$ cat src/rtl/prbs16_checker_sat_counter.sv
// sat_counter
// Up-counter that sticks at all-ones instead of wrapping.
//   clk, rst : clock, synchronous active-high reset
//   inc      : add one (ignored once saturated)
//   clr      : force to zero; wins over inc
//   cnt      : registered count
module sat_counter #(
    parameter int W = 32
) (
    input  logic         clk,
    input  logic         rst,
    input  logic         inc,
    input  logic         clr,
    output logic [W-1:0] cnt
);

    logic [W-1:0] cnt_q;
    logic [W-1:0] cnt_d;

    always_comb begin
        cnt_d = cnt_q;
        if (clr) begin
            cnt_d = '0;
        end else if (inc && (cnt_q != {W{1'b1}})) begin
            cnt_d = cnt_q + {{(W-1){1'b0}}, 1'b1};
        end
    end

    always_ff @(posedge clk) begin
        if (rst) begin
            cnt_q <= '0;
        end else begin
            cnt_q <= cnt_d;
        end
    end

    assign cnt = cnt_q;

endmodule

$ cat config.mk
export PLATFORM = sky130hd
export DESIGN_NAME = sat_counter
export DESIGN_NICKNAME = d
export VERILOG_FILES = /design/src/rtl/prbs16_checker_sat_counter.sv
export SDC_FILE = /design/constraint.sdc
export NUM_CORES = 1
export LEC_CHECK = 0
export ABC_AREA = 0
export ABC_CLOCK_PERIOD_IN_PS = 1900
export CAP_MARGIN = 0
export CORE_MARGIN = 8
export CORE_UTILIZATION = 45
export DETAILED_ROUTE_END_ITERATION = 6
export PLACE_DENSITY = 0.75
export SYNTH_ARGS = -nofsm -noshare
export SYNTH_HDL_FRONTEND = slang
export SYNTH_SLANG_ARGS = --single-unit
$ cat constraint.sdc
create_clock -name clk -period 1.9 [get_ports clk]
set_clock_uncertainty 0.05 [all_clocks]
set_input_delay 0.57 -clock clk [delete_from_list [all_inputs] [get_ports clk]]
set_output_delay 0.57 -clock clk [all_outputs]
set_load 0.02 [all_outputs]
* Yosys cells after proc, flatten, opt, wreduce, memory -nomap -nowiden
Cells that the tools add are included.
** Word-level totals
- Bits in registers :: 32
- Input bits :: 4
- Output and inout port bits :: 32
** Operators by class
- Add/subtract/negate cells :: 1
- Equal/unequal tests :: 1
- Reductions and logical operators :: 2
** Operators with widths (count)
- 32-bit by 1-bit adder with 32-bit output, second input constant :: 1
- 32-bit != test, second input constant :: 1
- 2-bit OR reduction :: 1
- 1-bit logical AND :: 1

* Logic depth before layout (Yosys ltp)
Gate-level depths: netlist of the first run.
- Depth after elaboration :: 2
- Gate-level depth with buffers :: 8

* Worst setup path before layout of the first run
OpenSTA, ideal clock, no wires.
- Path kind :: register -> register
- From :: register cnt_q[0] (netlist: cnt[0])
- To :: register cnt_q[26] (netlist: cnt[26])
- Arrival :: 2.189 ns
- Path slack :: -0.410 ns
- Stages on the path, launching flop included :: 7
- Path through :: dfxtp_1 -> ha_1 -> nand2_1 -> or4_4 -> or4_4 -> or3_1 -> a21oi_1
** On the way
- Longest elaborated chain between the ends :: 2
- Elaborated cells between the ends (all ways) :: 3
- Classes of those cells :: add/sub (1); eq/ne (1); reduce/logical (1)
** RTL lines
- start, declared :: RTL line 17 : logic [W-1:0] cnt_q;
- start signal, assigned :: RTL line 33 : cnt_q <= cnt_d;
- parallel branches: the longest is 2 deep, another holds 32-bit by 1-bit adder with 32-bit output
Parallel ways; which one is timed is not known.
A chain may end at the register's enable or synchronous reset.

* Final worst setup path of the first run
- From :: register cnt_q[1] (netlist: cnt[1])
- To :: register cnt_q[26] (netlist: cnt[26])
Same word-level chain as after synthesis.

==> flow_summary_export.csv, run 1 <==
group,metric,value,unit
finish,utilization,86.0,%
global_route,grtUsageTotal,19.2,%
power,power_density,378,nW/um2
finish,drive_above_1_share,51.9,%
worst_setup_path,crit_type,"register to register",
floorplan,die_w,76.0,um
floorplan,dieHeight,76.0,um
floorplan,core_region_area,3550,um2
routing,wl_per_cell,19.2,um
job,maxCapViolations,0,
power,ir_drop,466,uV
finish,final_cell_mix,"buf_4 (58), dlygate4sd2_1 (30), nand2_1 (17), dfxtp_4 (17)",
power,power.switching,0.300,mW
synthesis,synthCells,198,
worst_setup_path,required,2150,ps
timing,setup_tns,-2350,ps
synthesis,yosysUniqueCellTypes,37,
min_path,holdPathEnd,"cnt[7]",
timing,rsz0062_at_grt,"true",
clocking,cts_sinks,32,
worst_setup_path,regToRegSetupSlack,-210,ps
timing,slew_violations,0,
power,p_int,0.855,mW
power,p_sw_share,26.0,%
synthesis,yosysWarnings,0,
timing,tightest_slew,402,ps
floorplan,dieArea,5780,um2
power,comb_power_share,5.9,%
clocking,clockBufferDepth,2,
timing,slew_headroom,73.0,%
global_route,grt_pass1_wl,9320,um
timing,fin_crit_sh,111,%
synthesis,ys_seq_elements,32,
timing,max_freq,0.474,GHz
placement,gp_congestion,0.888,
floorplan,pin_count,36,
timing,final_hold_viol_count,0,
worst_setup_path,critPathArrivalTime,2360,ps
routing,vias,2163,
worst_setup_path,rr_startpoint,"cnt[1]",
finish,antenna_cells,0,
run_status,status,"finished, violations left",
power,p_leak,1.32,nW
timing,period_needed,2110,ps
worst_setup_path,cp_common_cell,"or4_4",
worst_setup_path,reg2reg_to,"cnt[26]",
finish,largest_register_ff_count,32,
synthesis,ys_seq_area_share,39.5,%
routing,wl,6820,um
clocking,insertion_delay,360,ps
clocking,cts_tree,"done",
worst_setup_path,end_kind,"register",
worst_setup_path,reg2regPathDepth,6,
finish,mostFrequentLayoutCell,"buf_4",
min_path,holdPathStages,2,
global_route,grt_pass1_vias,2037,
timing,finalSetupViolations,27,
clocking,htree_levels,2,
run_status,violations,"setup timing",
worst_setup_path,cpPeakStageDelay,490,ps
floorplan,placementRows,22,
placement,dp_hpwl,3860,um
worst_setup_path,cp-start-kind,"register",
global_route,grt_start_max_net_pins,16,
power,seqPwrFrac,56.3,%
finish,area_growth,88.6,%
floorplan,start_util,45.6,%
worst_setup_path,worst-path-max-fanout,4,
routing,drt_iter0_markers,155,
routing,ant_nets,0,
timing,setup_slack,-209,ps
worst_setup_path,critPathSlowestCell,"or4_4",
worst_setup_path,crit_chain,"ha_4 > nand2_4 > or4_4 > or4_4 > or3_4 > a21oi_2",
min_path,hp-start,"cnt[7]",
clocking,root_buffer,"clkbuf_4",
global_route,overflow,0,
global_route,antenna_found_initial,0,
placement,port_buffers,35,
synthesis,syn_area,1620,um2
routing,drt_first_pass_iters,4,
synthesis,synth_nets,203,
routing,routed_via_density,6.08,
routing,drcViolationCount,0,
synthesis,avgSynthCellArea,8.18,um2
clocking,clk_pin_slew,110,ps
finish,fin_nets,312,
clocking,numCtsBuffers,5,
power,clkPwrFrac,37.8,%
min_path,hold_path.class,"register to register",
-- final cells by class --
cell class | instances | area [um2]
flip-flops and latches | 32 | 723
clock inverters | 2 | 10.0
multi-input cells | 154 | 1240
inverters | 4 | 15.0
fillers | 187 | 495
repair buffers | 110 | 955
clock buffers | 6 | 51.3
well taps | 48 | 60.1
-- worst max-delay path: cells and delay by family (launching register included) --
family	cells	cell delay, ps
compound gates	1	120
fa+ha+maj	1	150
flops	1	370
simple gates	4	1350
-- routing by layer --
layer	vias up	global-route usage [%]	routed length, um
li1	979	-	-
met1	1051	20.2	2510
met2	103	34.7	3590
met3	30	5.78	461
met4	0	7.06	263
met5	-	0	0
-- power groups by stage --
| stage | sequential [mW] | clock (mW) | combinational [mW] |
|---|---|---|---|
| global route | 0.650 | 0.466 | 0.0714 |
| floorplan | 0.668 | 0 | 0.0209 |
| global placement | 0.665 | 0 | 0.0536 |
| finish | 0.650 | 0.436 | 0.0681 |
| detailed placement | 0.665 | 0 | 0.0543 |
| CTS | 0.650 | 0.422 | 0.0600 |
-- cells by family (layout without fill, tap and decap cells) --
| kind of cell | Yosys count | after routing | synth area share (%) |
|---|---|---|---|
| AND/OR/NAND/NOR | 91 | 91 | 31.2 |
| AO/OA/AOI/OAI | 54 | 55 | 21.4 |
| flip-flops | 32 | 32 | 39.5 |
| buffers and inverters | 13 | 122 | 3.32 |
| XOR/XNOR | 7 | 7 | 3.78 |
| adder cells (fa/ha/maj) | 1 | 1 | 0.772 |
-- worst max-delay path by stage --
stage           start  slack (ps)       to
2_1_floorplan  cnt[0]        -200  cnt[26]
3_3_place_gp      inc        -680  cnt[26]
3_5_place_dp      inc        -750  cnt[26]
4_1_cts        cnt[3]        -310  cnt[26]
5_1_grt        cnt[1]        -240  cnt[26]
6_report       cnt[1]        -210  cnt[26]
-- per-stage QoR --
| stage | area, um2 | instances | worst slack [ps] | hold slack, ps | total power [mW] |
|---|---|---|---|---|---|
| 3_3_place_gp | 2590 | 336 | -680 | 491 | 0.719 |
| 2_1_floorplan | 1760 | 198 | -198 | 462 | 0.689 |
| 6_report | 3060 | 356 | -209 | 532 | 1.15 |
| 3_5_place_dp | 2590 | 336 | -749 | 497 | 0.720 |
| 4_1_cts | 2800 | 350 | -306 | 512 | 1.13 |
| 5_1_grt | 3060 | 356 | -241 | 546 | 1.19 |
-- synth_stat cells (all sizes together) --
library cell  number  area, um2
a211oi             2       15.0
a21oi             15       75.1
a31oi              4       25.0
a41o               3       30.0
and3               2       12.5
and4               1       8.76
buf                4       20.0
clkbuf             5       18.8
dfxtp             32        641
ha                 1       12.5
inv                4       15.0
nand2             18       67.6
nand3             12       60.1
nand4             10       77.6
nor2              16       60.1
nor3               4       20.0
nor4               4       25.0
o2111ai            1       15.0
o211ai             3       22.5
o21a               1       7.51
o21ai             16       80.1
o311a              1       10.0
o311ai             3       26.3
o31a               1       8.76
o31ai              3       22.5
o41ai              1       8.76
or2                1       6.26
or3               16        105
or4                6       52.6
or4b               1       10.0
xnor2              5       43.8
xor2               2       17.5
-- repair_timing --
action | in CTS | in global routing
gates cloned | 2 | 0
hold buffers | 0 | 0
buffers inserted | 6 | 6
pin swaps | 20 | 27
setup endpoints to repair | 62 | 30
gates resized for setup | 66 | 43
No activity file was read; power rests on OpenSTA's default activity.
==> inputs of run 2 (changes only) <==
--- a/config.mk
+++ b/config.mk
@@ -7,11 +7,12 @@
 export LEC_CHECK = 0
 export ABC_AREA = 0
 export ABC_CLOCK_PERIOD_IN_PS = 1900
-export CAP_MARGIN = 0
+export CAP_MARGIN = 25
 export CORE_MARGIN = 8
-export CORE_UTILIZATION = 45
+export CORE_UTILIZATION = 50
 export DETAILED_ROUTE_END_ITERATION = 6
-export PLACE_DENSITY = 0.75
+export DONT_BUFFER_PORTS = 1
+export PLACE_DENSITY = 0.68
 export SYNTH_ARGS = -nofsm -noshare
 export SYNTH_HDL_FRONTEND = slang
 export SYNTH_SLANG_ARGS = --single-unit
==> run 2 against run 1 <==
Effect of this change:
- the run still ends with setup timing left
- final cell count decreased by 13%
- core utilization down 1.7 points
- count of clock-buffer cells in the layout grew 2
- worst setup slack gained 15 ps
- register-to-register slack better by 20 ps
- sequential share of layout area rose by 4.2 points
- total power down 0.27%
- global-route usage increased by 2.4 points
- die area shrank 7.9%
- via count decreased by 9.3%
- first-iteration DRC count rose by 25%
- critical endpoint unchanged
- highest routed layer unchanged
==> flow_summary_export.csv, run 2 (synthesis gave the netlist of run 1 again) <==
group,metric,value,unit
timing,max_freq,0.478,GHz
power,ir_drop,394,uV
job,maxCapViolations,0,
finish,final_cell_mix,"buf_4 (60), nand2_1 (17), dfxtp_4 (17), nor2_1 (15), dfxtp_2 (15)",
clocking,clk_pin_slew,110,ps
power,p_leak,0.950,nW
global_route,grt_pass1_vias,1917,
global_route,antenna_found_initial,0,
worst_setup_path,worst-path-max-fanout,4,
finish,largest_register_ff_count,32,
routing,wl,6200,um
finish,fin_nets,269,
global_route,grt_start_max_net_pins,15,
finish,area_growth,60.3,%
finish,drive_above_1_share,55.8,%
worst_setup_path,required,2070,ps
timing,slew_headroom,74.4,%
floorplan,start_util,52.6,%
floorplan,dieArea,5320,um2
routing,routed_via_density,6.35,
timing,tightest_slew,381,ps
placement,gp_congestion,0.861,
floorplan,placementRows,20,
placement,port_buffers,0,
floorplan,core_region_area,3080,um2
global_route,grt_pass1_wl,9110,um
floorplan,dieHeight,72.9,um
run_status,violations,"setup timing",
timing,setup_tns,-2600,ps
global_route,grtUsageTotal,21.6,%
routing,ant_nets,0,
placement,placed_area,2200,um2
timing,slew_violations,0,
finish,finalInstanceArea,2600,um2
worst_setup_path,end_kind,"register",
worst_setup_path,critPathArrivalTime,2270,ps
power,power_density,443,nW/um2
routing,vias,1962,
routing,drt_iter0_markers,194,
timing,period_needed,2090,ps
clocking,postCtsHoldBufs,0,
clocking,htree_levels,2,
routing,wl_per_cell,20.0,um
routing,drt_first_pass_iters,4,
floorplan,pin_count,36,
clocking,numCtsBuffers,5,
global_route,overflow,0,
finish,mostFrequentLayoutCell,"buf_4",
clocking,cts_tree,"done",
placement,dp_hpwl,3830,um
clocking,insertion_delay,330,ps
clocking,clockBufferDepth,2,
timing,fin_crit_sh,110,%
clocking,root_buffer,"clkbuf_4",
timing,finalSetupViolations,24,
floorplan,die_w,72.9,um
clocking,cts_sinks,32,
timing,rsz0062_at_grt,"true",
worst_setup_path,cp-start-kind,"register",
finish,antenna_cells,0,
timing,final_hold_viol_count,0,
worst_setup_path,crit_type,"register to register",
timing,setup_slack,-194,ps
min_path,hold_path.class,"input port to register",
routing,drcViolationCount,0,
run_status,status,"finished, violations left",
==> run 2: power breakdown <==
| part | internal, mW | leakage [nW] | total, mW | switching (mW) |
|---|---|---|---|---|
| sequential | 0.648 | 0.279 | 0.649 | 0.00140 |
| clock | 0.218 | 0.0386 | 0.454 | 0.237 |
| combinational | 0.0167 | 0.632 | 0.0473 | 0.0307 |
==> run 2: final timing paths <==
kind,end,depth (start not counted),from,slack (ps)
worst max-delay path,cnt[26],7,cnt[1],-190
worst min-delay path,cnt[2],2,inc,370
worst max register to register,cnt[26],7,cnt[1],-190
worst min register to register,cnt[2],2,cnt[2],590
==> run 2: through the flow <==
step	util [%]	power, mW	setup WS [ps]	cells	hold WS (ps)
final	84.4	1.15	-194	309	368
after CTS	77.4	1.15	-154	305	331
after global routing	84.4	1.19	-254	309	369
after detailed placement	71.5	0.702	-213	293	558
after floorplan	-	0.689	-198	198	462
after global placement	71.5	0.701	-174	293	529
==> run 2: routing by layer <==
metal	routed length [um]	global-route usage [%]	vias up
li1	-	-	891
met1	2230	22.8	938
met2	3220	38.4	112
met3	517	6.32	21
met4	233	10.0	0
met5	0	0	-
==> run 2: worst max-delay path, stage by stage (launching register included) <==
cell and delay (ps):
dfxtp_4 370, ha_4 130, nand2_2 50, or4_4 480, or4_4 450, buf_4 170
o21ai_1 190, a21oi_2 80
==> run 2: timing repair <==
item,in CTS,in global routing
hold endpoints to repair,0,0
gates resized for setup,17,43
setup buffers,2,3
endpoints found under the setup margin,27,31
cloned,2,1
pin swaps,3,19
==> run 2: cell type report <==
class                   instances  area, um2
clock buffers                   8       68.8
fillers                       175        480
inverters                       4       15.0
multi-input cells             153       1190
flip-flops and latches         32        723
well taps                      44       55.1
repair buffers                 68        541
